**src/rtl/pipeline_hazard_ctrl_pkg.sv**
```systemverilog
// Shared definitions for the pipeline hazard controller: register address
// width, FSM state encodings and the bundle of per-cycle pipeline controls.
package pipeline_hazard_ctrl_pkg;

  localparam int ASIZE = 5;

  localparam logic [1:0] ST_RUN        = 2'd0;
  localparam logic [1:0] ST_LOAD_STALL = 2'd1;
  localparam logic [1:0] ST_MEM_WAIT   = 2'd2;

  typedef struct packed {
    logic pcStall;
    logic ifidStall;
    logic idexBubble;
    logic ifidFlush;
    logic idexFlush;
    logic idexStall;
    logic exmemStall;
  } ctrl_t;

  localparam ctrl_t CTRL_NONE = '0;

endpackage

```
**src/rtl/pipeline_hazard_ctrl_if.sv**
```systemverilog
// Signal bundle between the pipeline datapath (master) and the hazard
// controller (slave): ID/EXE/MEM hazard sources in, stall/flush controls out.
interface pipeline_hazard_ctrl_if;
  import pipeline_hazard_ctrl_pkg::*;

  logic [ASIZE-1:0] id_rs;
  logic [ASIZE-1:0] id_rt;
  logic             id_uses_rt;
  logic             ex_memRead;
  logic             ex_wen;
  logic [ASIZE-1:0] ex_waddr;
  logic             ex_redirect;
  logic             mem_req;
  logic             mem_ready;

  logic             pc_stall;
  logic             ifid_stall;
  logic             idex_bubble;
  logic             ifid_flush;
  logic             idex_flush;
  logic             idex_stall;
  logic             exmem_stall;
  logic             mem_timeout;
  logic [15:0]      stall_cnt;
  logic [1:0]       state;

  modport master (
    output id_rs, id_rt, id_uses_rt, ex_memRead, ex_wen, ex_waddr,
           ex_redirect, mem_req, mem_ready,
    input  pc_stall, ifid_stall, idex_bubble, ifid_flush, idex_flush,
           idex_stall, exmem_stall, mem_timeout, stall_cnt, state
  );

  modport slave (
    input  id_rs, id_rt, id_uses_rt, ex_memRead, ex_wen, ex_waddr,
           ex_redirect, mem_req, mem_ready,
    output pc_stall, ifid_stall, idex_bubble, ifid_flush, idex_flush,
           idex_stall, exmem_stall, mem_timeout, stall_cnt, state
  );

endinterface

```
**src/rtl/load_use_detect.sv**
```systemverilog
// Load-use hazard detector: flags an ID instruction that reads the register
// a load in EXE is about to write. Register 0 never creates a hazard.
module load_use_detect
  import pipeline_hazard_ctrl_pkg::*;
(
  input  logic             i_exMemRead,
  input  logic             i_exWen,
  input  logic [ASIZE-1:0] i_exWaddr,
  input  logic [ASIZE-1:0] i_idRs,
  input  logic [ASIZE-1:0] i_idRt,
  input  logic             i_idUsesRt,
  output logic             o_hazard
);

  logic w_rsMatch;
  logic w_rtMatch;

  assign w_rsMatch = (i_exWaddr == i_idRs);
  assign w_rtMatch = i_idUsesRt & (i_exWaddr == i_idRt);
  assign o_hazard  = i_exMemRead & i_exWen & (i_exWaddr != '0) & (w_rsMatch | w_rtMatch);

endmodule

```
**src/rtl/pipeline_hazard_ctrl.sv**
```systemverilog
// Pipeline hazard controller: load-use bubbles, wrong-path squash on
// redirects, full freeze while data memory is busy (with a sticky timeout
// flag), and a saturating count of PC-stall cycles.
module pipeline_hazard_ctrl #(
  parameter int LOAD_STALL_CYCLES = 1,
  parameter int MEM_TIMEOUT       = 255
) (
  input logic                   clk,
  input logic                   rst,
  pipeline_hazard_ctrl_if.slave bus
);
  import pipeline_hazard_ctrl_pkg::*;

  localparam logic [15:0] TIMEOUT_VAL = 16'(MEM_TIMEOUT);
  localparam logic [2:0]  LSC_M1      = 3'(LOAD_STALL_CYCLES - 1);

  logic [1:0]  r_state;
  logic [1:0]  r_retState;
  logic [2:0]  r_lcnt;
  logic [15:0] r_wcnt;
  logic [15:0] r_stallCnt;
  logic        r_memTimeout;

  logic        w_hazard;
  logic        w_memWait;
  logic        w_inMemWait;
  logic        w_fullStall;
  logic [1:0]  w_baseState;
  logic [1:0]  w_evalState;
  logic [15:0] w_wcntInc;
  ctrl_t       w_ctrl;
  ctrl_t       w_outCtrl;
  logic [1:0]  w_nextState;
  logic [1:0]  w_nextRet;
  logic [2:0]  w_nextLcnt;
  logic [15:0] w_nextWcnt;
  logic        w_setTimeout;

  load_use_detect u_detect (
    .i_exMemRead (bus.ex_memRead),
    .i_exWen     (bus.ex_wen),
    .i_exWaddr   (bus.ex_waddr),
    .i_idRs      (bus.id_rs),
    .i_idRt      (bus.id_rt),
    .i_idUsesRt  (bus.id_uses_rt),
    .o_hazard    (w_hazard)
  );

  assign w_memWait   = bus.mem_req & ~bus.mem_ready;
  assign w_inMemWait = (r_state == ST_MEM_WAIT);
  // The unused encoding 3 behaves exactly like RUN.
  assign w_baseState = (r_state == ST_LOAD_STALL) ? ST_LOAD_STALL : ST_RUN;
  // On memory completion the cycle is judged as the state we were frozen in.
  assign w_evalState = w_inMemWait ? r_retState : w_baseState;
  assign w_fullStall = w_inMemWait ? ~bus.mem_ready : w_memWait;
  assign w_wcntInc   = (r_wcnt >= TIMEOUT_VAL) ? r_wcnt : r_wcnt + 16'd1;

  // Decide this cycle's pipeline controls and the next FSM/counter values.
  always_comb begin
    w_ctrl       = CTRL_NONE;
    w_nextState  = ST_RUN;
    w_nextRet    = r_retState;
    w_nextLcnt   = r_lcnt;
    w_nextWcnt   = r_wcnt;
    w_setTimeout = 1'b0;
    if (w_fullStall) begin
      w_ctrl.pcStall    = 1'b1;
      w_ctrl.ifidStall  = 1'b1;
      w_ctrl.idexStall  = 1'b1;
      w_ctrl.exmemStall = 1'b1;
      w_nextState       = ST_MEM_WAIT;
      w_nextWcnt        = w_wcntInc;
      w_setTimeout      = (w_wcntInc == TIMEOUT_VAL);
      if (!w_inMemWait) begin
        w_nextRet = w_evalState;
      end
    end else begin
      if (w_inMemWait) begin
        w_nextWcnt = '0;
      end
      if (w_evalState == ST_LOAD_STALL) begin
        w_ctrl.pcStall    = 1'b1;
        w_ctrl.ifidStall  = 1'b1;
        w_ctrl.idexBubble = 1'b1;
        w_nextLcnt        = r_lcnt - 3'd1;
        w_nextState       = (r_lcnt <= 3'd1) ? ST_RUN : ST_LOAD_STALL;
      end else if (bus.ex_redirect) begin
        w_ctrl.ifidFlush = 1'b1;
        w_ctrl.idexFlush = 1'b1;
      end else if (w_hazard) begin
        w_ctrl.pcStall    = 1'b1;
        w_ctrl.ifidStall  = 1'b1;
        w_ctrl.idexBubble = 1'b1;
        if (LOAD_STALL_CYCLES > 1) begin
          w_nextLcnt  = LSC_M1;
          w_nextState = ST_LOAD_STALL;
        end
      end
    end
  end

  assign w_outCtrl = rst ? CTRL_NONE : w_ctrl;

  assign bus.pc_stall    = w_outCtrl.pcStall;
  assign bus.ifid_stall  = w_outCtrl.ifidStall;
  assign bus.idex_bubble = w_outCtrl.idexBubble;
  assign bus.ifid_flush  = w_outCtrl.ifidFlush;
  assign bus.idex_flush  = w_outCtrl.idexFlush;
  assign bus.idex_stall  = w_outCtrl.idexStall;
  assign bus.exmem_stall = w_outCtrl.exmemStall;
  assign bus.mem_timeout = r_memTimeout;
  assign bus.stall_cnt   = r_stallCnt;
  assign bus.state       = r_state;

  // Commit FSM state, counters and the sticky timeout; reset abandons any stall.
  always_ff @(posedge clk) begin
    if (rst) begin
      r_state      <= ST_RUN;
      r_retState   <= ST_RUN;
      r_lcnt       <= '0;
      r_wcnt       <= '0;
      r_stallCnt   <= '0;
      r_memTimeout <= 1'b0;
    end else begin
      r_state      <= w_nextState;
      r_retState   <= w_nextRet;
      r_lcnt       <= w_nextLcnt;
      r_wcnt       <= w_nextWcnt;
      r_memTimeout <= r_memTimeout | w_setTimeout;
      if (w_ctrl.pcStall && (r_stallCnt != 16'hFFFF)) begin
        r_stallCnt <= r_stallCnt + 16'd1;
      end
    end
  end

endmodule

```
**src/flat_wrapper.sv**
```systemverilog
// flat-port wrapper written by rule: the top's interface ports become plain ports
module pipeline_hazard_ctrl_flat import pipeline_hazard_ctrl_pkg::*;
#(
  parameter int LOAD_STALL_CYCLES = 1,
  parameter int MEM_TIMEOUT       = 255
)
  (clk, rst, bus_id_rs, bus_id_rt, bus_id_uses_rt, bus_ex_memRead, bus_ex_wen, bus_ex_waddr, bus_ex_redirect, bus_mem_req, bus_mem_ready, bus_pc_stall, bus_ifid_stall, bus_idex_bubble, bus_ifid_flush, bus_idex_flush, bus_idex_stall, bus_exmem_stall, bus_mem_timeout, bus_stall_cnt, bus_state);
  pipeline_hazard_ctrl_if bus_i ();
  input logic clk;
  input logic rst;
  input wire logic [$bits(bus_i.id_rs)-1:0] bus_id_rs;
  input wire logic [$bits(bus_i.id_rt)-1:0] bus_id_rt;
  input wire logic [$bits(bus_i.id_uses_rt)-1:0] bus_id_uses_rt;
  input wire logic [$bits(bus_i.ex_memRead)-1:0] bus_ex_memRead;
  input wire logic [$bits(bus_i.ex_wen)-1:0] bus_ex_wen;
  input wire logic [$bits(bus_i.ex_waddr)-1:0] bus_ex_waddr;
  input wire logic [$bits(bus_i.ex_redirect)-1:0] bus_ex_redirect;
  input wire logic [$bits(bus_i.mem_req)-1:0] bus_mem_req;
  input wire logic [$bits(bus_i.mem_ready)-1:0] bus_mem_ready;
  output wire logic [$bits(bus_i.pc_stall)-1:0] bus_pc_stall;
  output wire logic [$bits(bus_i.ifid_stall)-1:0] bus_ifid_stall;
  output wire logic [$bits(bus_i.idex_bubble)-1:0] bus_idex_bubble;
  output wire logic [$bits(bus_i.ifid_flush)-1:0] bus_ifid_flush;
  output wire logic [$bits(bus_i.idex_flush)-1:0] bus_idex_flush;
  output wire logic [$bits(bus_i.idex_stall)-1:0] bus_idex_stall;
  output wire logic [$bits(bus_i.exmem_stall)-1:0] bus_exmem_stall;
  output wire logic [$bits(bus_i.mem_timeout)-1:0] bus_mem_timeout;
  output wire logic [$bits(bus_i.stall_cnt)-1:0] bus_stall_cnt;
  output wire logic [$bits(bus_i.state)-1:0] bus_state;
  assign bus_i.id_rs = bus_id_rs;
  assign bus_i.id_rt = bus_id_rt;
  assign bus_i.id_uses_rt = bus_id_uses_rt;
  assign bus_i.ex_memRead = bus_ex_memRead;
  assign bus_i.ex_wen = bus_ex_wen;
  assign bus_i.ex_waddr = bus_ex_waddr;
  assign bus_i.ex_redirect = bus_ex_redirect;
  assign bus_i.mem_req = bus_mem_req;
  assign bus_i.mem_ready = bus_mem_ready;
  assign bus_pc_stall = bus_i.pc_stall;
  assign bus_ifid_stall = bus_i.ifid_stall;
  assign bus_idex_bubble = bus_i.idex_bubble;
  assign bus_ifid_flush = bus_i.ifid_flush;
  assign bus_idex_flush = bus_i.idex_flush;
  assign bus_idex_stall = bus_i.idex_stall;
  assign bus_exmem_stall = bus_i.exmem_stall;
  assign bus_mem_timeout = bus_i.mem_timeout;
  assign bus_stall_cnt = bus_i.stall_cnt;
  assign bus_state = bus_i.state;
  pipeline_hazard_ctrl #(.LOAD_STALL_CYCLES(LOAD_STALL_CYCLES), .MEM_TIMEOUT(MEM_TIMEOUT)) u_core (.clk(clk), .rst(rst), .bus(bus_i));
endmodule
```
**config.mk**
```make
export PLATFORM = sky130hd
export DESIGN_NAME = pipeline_hazard_ctrl_flat
export DESIGN_NICKNAME = d
export VERILOG_FILES = /design/src/rtl/pipeline_hazard_ctrl_pkg.sv /design/src/rtl/pipeline_hazard_ctrl_if.sv /design/src/rtl/load_use_detect.sv /design/src/rtl/pipeline_hazard_ctrl.sv /design/src/flat_wrapper.sv
export SDC_FILE = /design/constraint.sdc
export NUM_CORES = 1
export LEC_CHECK = 0
export BUFFER_PORTS_ARGS = -buffer_cell sky130_fd_sc_hd__buf_4
export CAP_MARGIN = 20
export CELL_PAD_IN_SITES_DETAIL_PLACEMENT = 0
export CELL_PAD_IN_SITES_GLOBAL_PLACEMENT = 2
export CORE_MARGIN = 8
export CORE_UTILIZATION = 28
export CTS_BUF_LIST = sky130_fd_sc_hd__clkbuf_8 sky130_fd_sc_hd__clkbuf_16
export CTS_CLUSTER_DIAMETER = 80
export DETAILED_ROUTE_END_ITERATION = 12
export PLACE_DENSITY = 0.72
export SYNTH_ARGS = -nofsm -noshare
export SYNTH_HDL_FRONTEND = slang
export SYNTH_SLANG_ARGS = --single-unit
```
**constraint.sdc**
```tcl
create_clock -name clk -period 2.1 [get_ports clk]
set_input_delay 0.105 -clock clk [delete_from_list [all_inputs] [get_ports clk]]
set_output_delay 0.105 -clock clk [all_outputs]
set_load 0.01 [all_outputs]
```
### Word-level counts from Yosys, hierarchy flattened

Cells that the tools add are included.

* bits in registers: 40
* bits in latches: 0
* bits in writable memories: 0
* bits in read-only memories: 0
* input port bits: 23
* output and inout port bits: 26
* word-level logic and storage cells: 55
* memories kept: 0

* $add $sub $neg: 3
* multipliers: 0
* div/mod/pow operators: 0
* order comparisons: 2
* equality and inequality tests: 7
* shift operators: 0
* mux-type cells: 19
* bitwise operators: 11
* reduce and logical (&&, ||, !) cells: 6

Operator list (number)
* 2-to-1 mux 16 bit: 3
* adder 16 x 1 -> 16 bit (second input constant): 2
* equality test 16 x 8 -> 1 bit (second input constant): 1
* greater-or-equal comparator 16 x 8 -> 1 bit (second input constant): 1
* != test 16 bit (second input constant): 1
* 2-to-1 mux 2 bit: 7
* 2-to-1 mux 3 bit: 4
* equality test 5 bit: 2
* 2-to-1 mux 7 bit: 1
* AND 1 bit: 5
* nonzero test 5 bit: 1
* equality test 2 x 1 -> 1 bit (second input constant): 2
* 2-to-1 mux 1 bit: 4
* NOT 1 bit: 4
* AND reduction 2 bit: 2
* <= comparator 3 x 1 -> 1 bit (second input constant): 1
* OR reduction 3 bit: 1
* subtractor 3 x 1 -> 3 bit (second input constant): 1
* equality test 2 bit (second input constant): 1
* OR 1 bit: 2
* nonzero test 2 bit: 1
* logical AND 1 bit: 1

### Longest topological paths before layout

Gate-level depths: netlist of run 1.

* depth in word-level cells: 9
* depth in mapped cells: 9
* depth with buffers taken out: 7

### By module

From an unflattened synthesis of run 1, not the netlist that was laid out.

* cells, all modules: 244
* area total of the unflattened synthesis: 2082.0 µm²

Modules (own cells, without submodules)
* pipeline_hazard_ctrl: times used 1, cells each 227, area each 1948.1 µm², sequential area each 800.8 µm²
* load_use_detect: times used 1, cells each 17, area each 133.9 µm², sequential area each 0.0 µm²

### Worst setup path before layout of run 1

Ideal clock, no wire load.

* path kind: register -> register
* from: register u_core.r_stallCnt[0], in the netlist u_core.bus.stall_cnt[0]
* to: register u_core.r_stallCnt[13], in the netlist u_core.bus.stall_cnt[13]
* setup time: 0.070 ns
* data arrival time: 2.042 ns
* data required time: 2.030 ns
* slack: -0.012 ns
* stages on the path, launching flop included: 9
* buffers on the path: 1
* period minus slack after synthesis: 2.112 ns
* cell sequence: dfxtp_1 > ha_1 > and3_1 > and4_1 > a32oi_4 > o21ai_2 > buf_6 > or4_1 > a21oi_1

* cells in the longest elaborated chain, start to end: 2

Ends and longest elaborated chain
* start, declared: RTL line pipeline_hazard_ctrl.sv:21 `logic [15:0] r_stallCnt;`
* start signal, assigned: RTL line pipeline_hazard_ctrl.sv:131 `r_stallCnt <= r_stallCnt + 16'd1;`
* branches (longest 2 deep; another with adder 16 x 1 -> 16 bit)

Several ways; the timed one is not identified.
A chain may end at the register's enable or synchronous reset.

### Worst setup path after layout of run 1

* from: register u_core.r_stallCnt[1], in the netlist u_core.bus.stall_cnt[1]
* to: register u_core.r_stallCnt[9], in the netlist u_core.bus.stall_cnt[9]

The elaborated chain is that of the path after synthesis.

==> impl_metrics.csv, run 1 <==
group,metric,value,unit
outcome,status,"finished clean",
route,drc,0,
sta,rsz0062_at_grt,"no",
synth,synthArstFlopShare,0,%
synth,synth_top_area_cell,"dfxtp_1",
route,drt-initial-drc-count,89,
synth,yosysUniqueCellTypes,47,
clock_network,cts_tree,"built",
floorplanning,die_w,103,um
critical_path,required,2.33,ns
route,ant_nets,0,
critical_path,crit_family,"simple AND/OR/NAND/NOR gates",
global_route,grt_pass1_vias,1888,
route,wl_per_cell,14.2,um
sta,slew-limit-headroom,58.1,%
floorplanning,rows,31,
sta,max_freq,499,MHz
final_layout,n_antenna_cell,0,
final_layout,fin_util,40.1,%
synth,synthTopCellsByCount,"40 x dfxtp_1, 22 x nor2_1, 18 x a21oi_1",
power,p_leak,1.12,nW
sta,hold_viol,0,
floorplanning,core,0.00729,mm^2
sta,finalCriticalPeriod,2.01,ns
floorplanning,dieArea,0.0106,mm^2
route,wl_met1,2990,um
power,power.density,551,mW/mm^2
synth,syn-cell-area,0.00212,mm^2
synth,ys.flop_type,"dfxtp_1",
global_route,antenna_found_initial,0,
clock_network,cts_max_level,2,
sta,tightest_slew,0.624,ns
critical_path,slowest_stage,"or4_4",
clock_network,root_buffer,"clkbuf_8",
route,dr.pass1.iters,4,
placed_design,gp_congestion,0.726,
placed_design,hpwlAfterDp,4240,um
critical_path,critical_path_class,"flip-flop to flip-flop",
route,vias,2044,
global_route,grt.total_usage,11.0,%
sta,skew,0.00784,ns
job,drv_cap,0,
floorplanning,num_io_pins,49,
synth,synthTopCellsByArea,"dfxtp_1 38%, xnor2_1 5.4%, a21oi_1 4.3%",
synth,synth-seq-cells,40,
final_layout,nFillCells,786,
synth,yosysMostFrequentCell,"dfxtp_1",
worst_hold_path,hold_class,"input pin to flip-flop",
critical_path,critPathBufInv,0,
clock_network,insertion_delay,0.29,ns
clock_network,numCtsBuffers,5,
critical_path,path_max_fanout,8,
sta,maxSlewViolCount,0,
clock_network,clkTransAtPathRegs,0.08,ns
synth,synth_top_area_share,37.8,%
global_route,grt_max_degree,40,
sta,setup_viol,0,
floorplanning,fp.dieH,103,um
global_route,grt_pass1_wl,9190,um
route,top_layer,"met4",
critical_path,startpoint_type,"flip-flop",
final_layout,final_cell_count_no_fill,416,
route,dr_wl_met3,304,um
final_layout,finalNetCount,343,
global_route,grt-ovfl-total,0,
clock_network,cts_hold_buf,0,
final_layout,drive_gt1_share,33.4,%
synth,syn-num-nets,272,
synth,synth_warnings,0,
final_layout,layout-area-overhead-vs-synth,38.1,%
route,dr_wl_met2,2520,um
sta,period_share,95.5,%
critical_path,worstPathArrival,2.24,ns
synth,synth_edf_count,0,
synth,synth_seq_area_share,37.8,%
route,wirelength,5890,um
critical_path,worst_path_largest_cell_delay,0.54,ns
synth,syn_inst,245,
synth,avgSynthCellArea,8.65,um^2
route,vias_per_cell,4.91,
placed_design,port_buffers,48,
power,ir_drop,193,uV
clock_network,cts_num_sinks,40,
critical_path,crit_chain,"ha_4 -> and3_4 -> and4_4 -> a32oi_4 -> o21ai_4 -> or4_4 -> a21oi_2",
placed_design,dp_cells,403,
floorplanning,initial_core_util,29.0,%
critical_path,cp-end-kind,"flip-flop",
sta,fin_hold_ws,0.156,ns
clock_network,clock_path_buffers,2,
==> layout make-up <==
type / instances / area (um^2) / share of cell area (%)
multi-input combinational: 185 / 1280 / 43.7
tap: 99 / 124 / 4.23
clock inverter: 3 / 42.5 / 1.45
clock buffer: 5 / 68.8 / 2.35
inverter: 9 / 33.8 / 1.15
sequential: 40 / 803 / 27.5
timing repair buffer: 75 / 576 / 19.7
==> worst reg2reg max path, cell delays in order (launching register included) <==
cell     delay [ns]
dfxtp_2        0.34
ha_4           0.16
and3_4         0.17
and4_4         0.19
a32oi_4        0.24
o21ai_4        0.17
or4_4          0.54
a21oi_2        0.13
==> layer usage <==
layer | GRT usage (%) | vias to the layer above
met5 | 0 | -
met1 | 15.0 | 956
met4 | 4.00 | 0
met3 | 2.70 | 6
met2 | 16.1 | 40
li1 | - | 1042
==> state kept, by name, summed over array words and instances, names as in the netlist <==
| register | cells |
|---|---|
| u_core.r_lcnt | 3 |
| u_core.bus.stall_cnt | 16 |
| u_core.bus.mem_timeout | 1 |
| u_core.bus.state | 2 |
| u_core.r_wcnt | 16 |
| u_core.r_retState | 2 |
==> timing repair <==
item                                    CTS  global route
endpoints found under the setup margin    7            13
gates cloned                              0             1
buffers inserted                          4             0
resized for setup                         1            14
pin swaps                                 0             5
==> kinds of logic after synthesis <==
family                   share of synthesized area [%]
AO/OA/AOI/OAI                                     20.9
adder cells (fa/ha/maj)                           2.36
multiplexers                                      1.89
XOR/XNOR                                          6.20
AND/OR/NAND/NOR                                   25.6
buffers and inverters                             5.32
flip-flops                                        37.8
==> where the power goes <==
group | switching, mW | internal [mW]
sequential | 0.00624 | 0.764
clock | 0.286 | 0.352
combinational | 0.102 | 0.101
total | 0.395 | 1.22
==> placed cells by master, fill, tap and decap left out, types with 2 or more instances in the layout <==
| master | Yosys | final |
|---|---|---|
| or4_4 | 0 | 3 |
| and2_1 | 10 | 10 |
| nor2_1 | 22 | 22 |
| nand2b_1 | 3 | 3 |
| clkinv_1 | 2 | 2 |
| a211oi_1 | 4 | 4 |
| inv_1 | 7 | 7 |
| and4_1 | 4 | 3 |
| buf_4 | 3 | 74 |
| nand4_1 | 4 | 4 |
| a21oi_2 | 0 | 3 |
| nand2_1 | 14 | 14 |
| o31ai_1 | 9 | 9 |
| mux2_4 | 2 | 2 |
| a22oi_1 | 3 | 3 |
| dfxtp_2 | 0 | 2 |
| and3_1 | 5 | 4 |
| clkbuf_8 | 0 | 5 |
| o21ai_1 | 6 | 6 |
| a31oi_1 | 3 | 3 |
| or3_1 | 3 | 3 |
| nor4_1 | 4 | 4 |
| nor2b_1 | 3 | 2 |
| o21ai_0 | 3 | 3 |
| xor2_1 | 2 | 2 |
| nand3_1 | 15 | 15 |
| a311oi_1 | 3 | 3 |
| ha_1 | 4 | 3 |
| or4_1 | 8 | 5 |
| dfxtp_1 | 40 | 38 |
| xnor2_1 | 13 | 13 |
| and3_4 | 1 | 2 |
| a21oi_1 | 18 | 15 |
==> through the flow <==
stage / instance area (um^2) / total power [mW] / setup slack [ns] / TNS (ns)
floorplan: 2120 / 0.886 / 0.0161 / 0
global placement: 2700 / 0.970 / -0.0175 / -0.0175
detailed placement: 2700 / 0.969 / -0.0545 / -0.140
CTS: 2860 / 1.63 / 0.00224 / 0
global route: 2930 / 1.68 / 0.00594 / 0
finish: 2930 / 1.61 / 0.0948 / 0
==> final timing paths <==
check / from / cells after the start / endpoint / slack, ns
min: bus_mem_ready / 3 / u_core.bus.state[1] / 0.16
max reg2reg: u_core.bus.stall_cnt[1] / 7 / u_core.bus.stall_cnt[9] / 0.09
max: u_core.bus.stall_cnt[1] / 7 / u_core.bus.stall_cnt[9] / 0.09
min reg2reg: u_core.bus.mem_timeout / 2 / u_core.bus.mem_timeout / 0.46
No activity file was read; power rests on OpenSTA's default activity.
==> run 2, diff against run 1 <==
- BUFFER_PORTS_ARGS: -buffer_cell sky130_fd_sc_hd__buf_4 -> not set
- CORE_UTILIZATION: 28 -> 33
- DONT_BUFFER_PORTS: not set -> 1
==> impl_metrics.csv, run 2 (synthesis results as in run 1) <==
group,metric,value,unit
route,ant_nets,0,
critical_path,cp-end-kind,"flip-flop",
floorplanning,fp.dieH,96.1,um
final_layout,drive_gt1_share,21.2,%
global_route,grt.total_usage,12.3,%
critical_path,startpoint_type,"flip-flop",
placed_design,gp_congestion,0.760,
critical_path,slowest_stage,"or4_4",
sta,max_freq,488,MHz
clock_network,cts_num_sinks,40,
final_layout,layout-area-overhead-vs-synth,20.6,%
sta,maxSlewViolCount,0,
global_route,grt_pass1_wl,8910,um
sta,slew-limit-headroom,55.3,%
global_route,grt_max_degree,31,
outcome,status,"finished clean",
final_layout,fin_util,40.7,%
sta,skew,0.0110,ns
clock_network,insertion_delay,0.30,ns
worst_hold_path,min_from,"rst",
critical_path,critPathBufInv,0,
sta,setup_viol,0,
route,drc,0,
sta,fin_hold_ws,0.0419,ns
worst_hold_path,hold_class,"input pin to flip-flop",
clock_network,numCtsBuffers,5,
floorplanning,core,0.00628,mm^2
sta,finalSetupTns,0,ns
route,vias_per_cell,5.38,
placed_design,port_buffers,0,
global_route,grt_pass1_vias,1781,
clock_network,clkTransAtPathRegs,0.09,ns
critical_path,crit_family,"simple AND/OR/NAND/NOR gates",
clock_network,root_buffer,"clkbuf_8",
critical_path,crit_chain,"ha_2 -> and3_4 -> and4_4 -> a32oi_4 -> o21ai_4 -> or4_4 -> a21oi_2",
sta,period_share,97.7,%
final_layout,final_common_cell,"dfxtp_1",
floorplanning,num_io_pins,49,
floorplanning,die_w,96.1,um
critical_path,crit_start,"u_core.bus.stall_cnt[0]",
floorplanning,dieArea,0.00924,mm^2
sta,finalCriticalPeriod,2.05,ns
placed_design,hpwlAfterDp,3970,um
final_layout,n_antenna_cell,0,
job,drv_cap,0,
critical_path,worstPathArrival,2.28,ns
route,wirelength,5630,um
clock_network,cts_max_level,2,
critical_path,worst_path_largest_cell_delay,0.53,ns
final_layout,multiInputGateArea,0.00125,mm^2
final_layout,final_cell_mix,"38 x dfxtp_1, 30 x buf_4, 22 x nor2_1",
final_layout,finalNetCount,300,
route,wl_per_cell,16.0,um
final_layout,nFillCells,675,
power,p_leak,0.904,nW
floorplanning,initial_core_util,33.7,%
floorplanning,rows,29,
clock_network,cts_tree,"built",
power,ir_drop,256,uV
sta,tightest_slew,0.666,ns
route,drt-initial-drc-count,93,
route,dr.pass1.iters,4,
global_route,antenna_found_initial,0,
critical_path,critical_path_class,"flip-flop to flip-flop",
route,vias,1890,
critical_path,r2r_start,"u_core.bus.stall_cnt[0]",
clock_network,clock_path_buffers,2,
sta,hold_viol,0,
final_layout,register_area,803,um^2
critical_path,path_max_fanout,6,
power,power.density,623,mW/mm^2
global_route,grt-ovfl-total,0,
critical_path,required,2.33,ns
[run 2: layout make-up]
class	instances	area share (%)
flip-flops and latches	40	31.5
inverters	9	1.32
clock inverters	2	1.52
well taps	77	3.77
clock buffers	6	3.23
repair buffers	31	9.60
multi-input cells	186	49.1
[run 2: metal layers]
metal | global-route usage [%] | part of all wire, %
met5 | 0 | 0
met4 | 4.61 | 1.4
met2 | 18.2 | 44
met3 | 3.98 | 6.8
met1 | 16.3 | 48
[run 2: through the flow]
stage	power, mW	instance area (um^2)	instances	setup slack [ns]
floorplan	0.886	2120	245	0.0161
global placement	0.906	2350	339	-0.0354
detailed placement	0.907	2350	339	-0.0892
CTS	1.61	2520	350	0.00451
global route	1.66	2550	351	-0.0151
finish	1.59	2550	351	0.0491
[run 2: worst paths after layout]
path	cells after the start	to	slack (ns)
worst max-delay path	7	u_core.bus.stall_cnt[7]	0.05
worst min-delay path	3	u_core.bus.mem_timeout	0.04
worst max register to register	7	u_core.bus.stall_cnt[7]	0.05
worst min register to register	1	u_core.r_wcnt[14]	0.46
[run 2: power by group]
group          switching, mW  internal (mW)  leakage [nW]
sequential           0.00556          0.764         0.323
combinational         0.0819         0.0629         0.519
clock                  0.289          0.389        0.0614
total                  0.376           1.22         0.904
[run 2: worst reg2reg max path, delay by kind of cell (launching register included)]
kind | cells | cell delay, ns
simple gates | 3 | 0.90
fa+ha+maj | 1 | 0.18
compound gates | 3 | 0.57
flops | 1 | 0.33
[run 2: what timing repair did]
item,CTS,global route
setup buffers,0,1
pin swaps,1,2
resized for setup,1,8
cloned,2,0
hold buffers,1,0
hold endpoints to repair,30,0
endpoints found under the setup margin,7,11
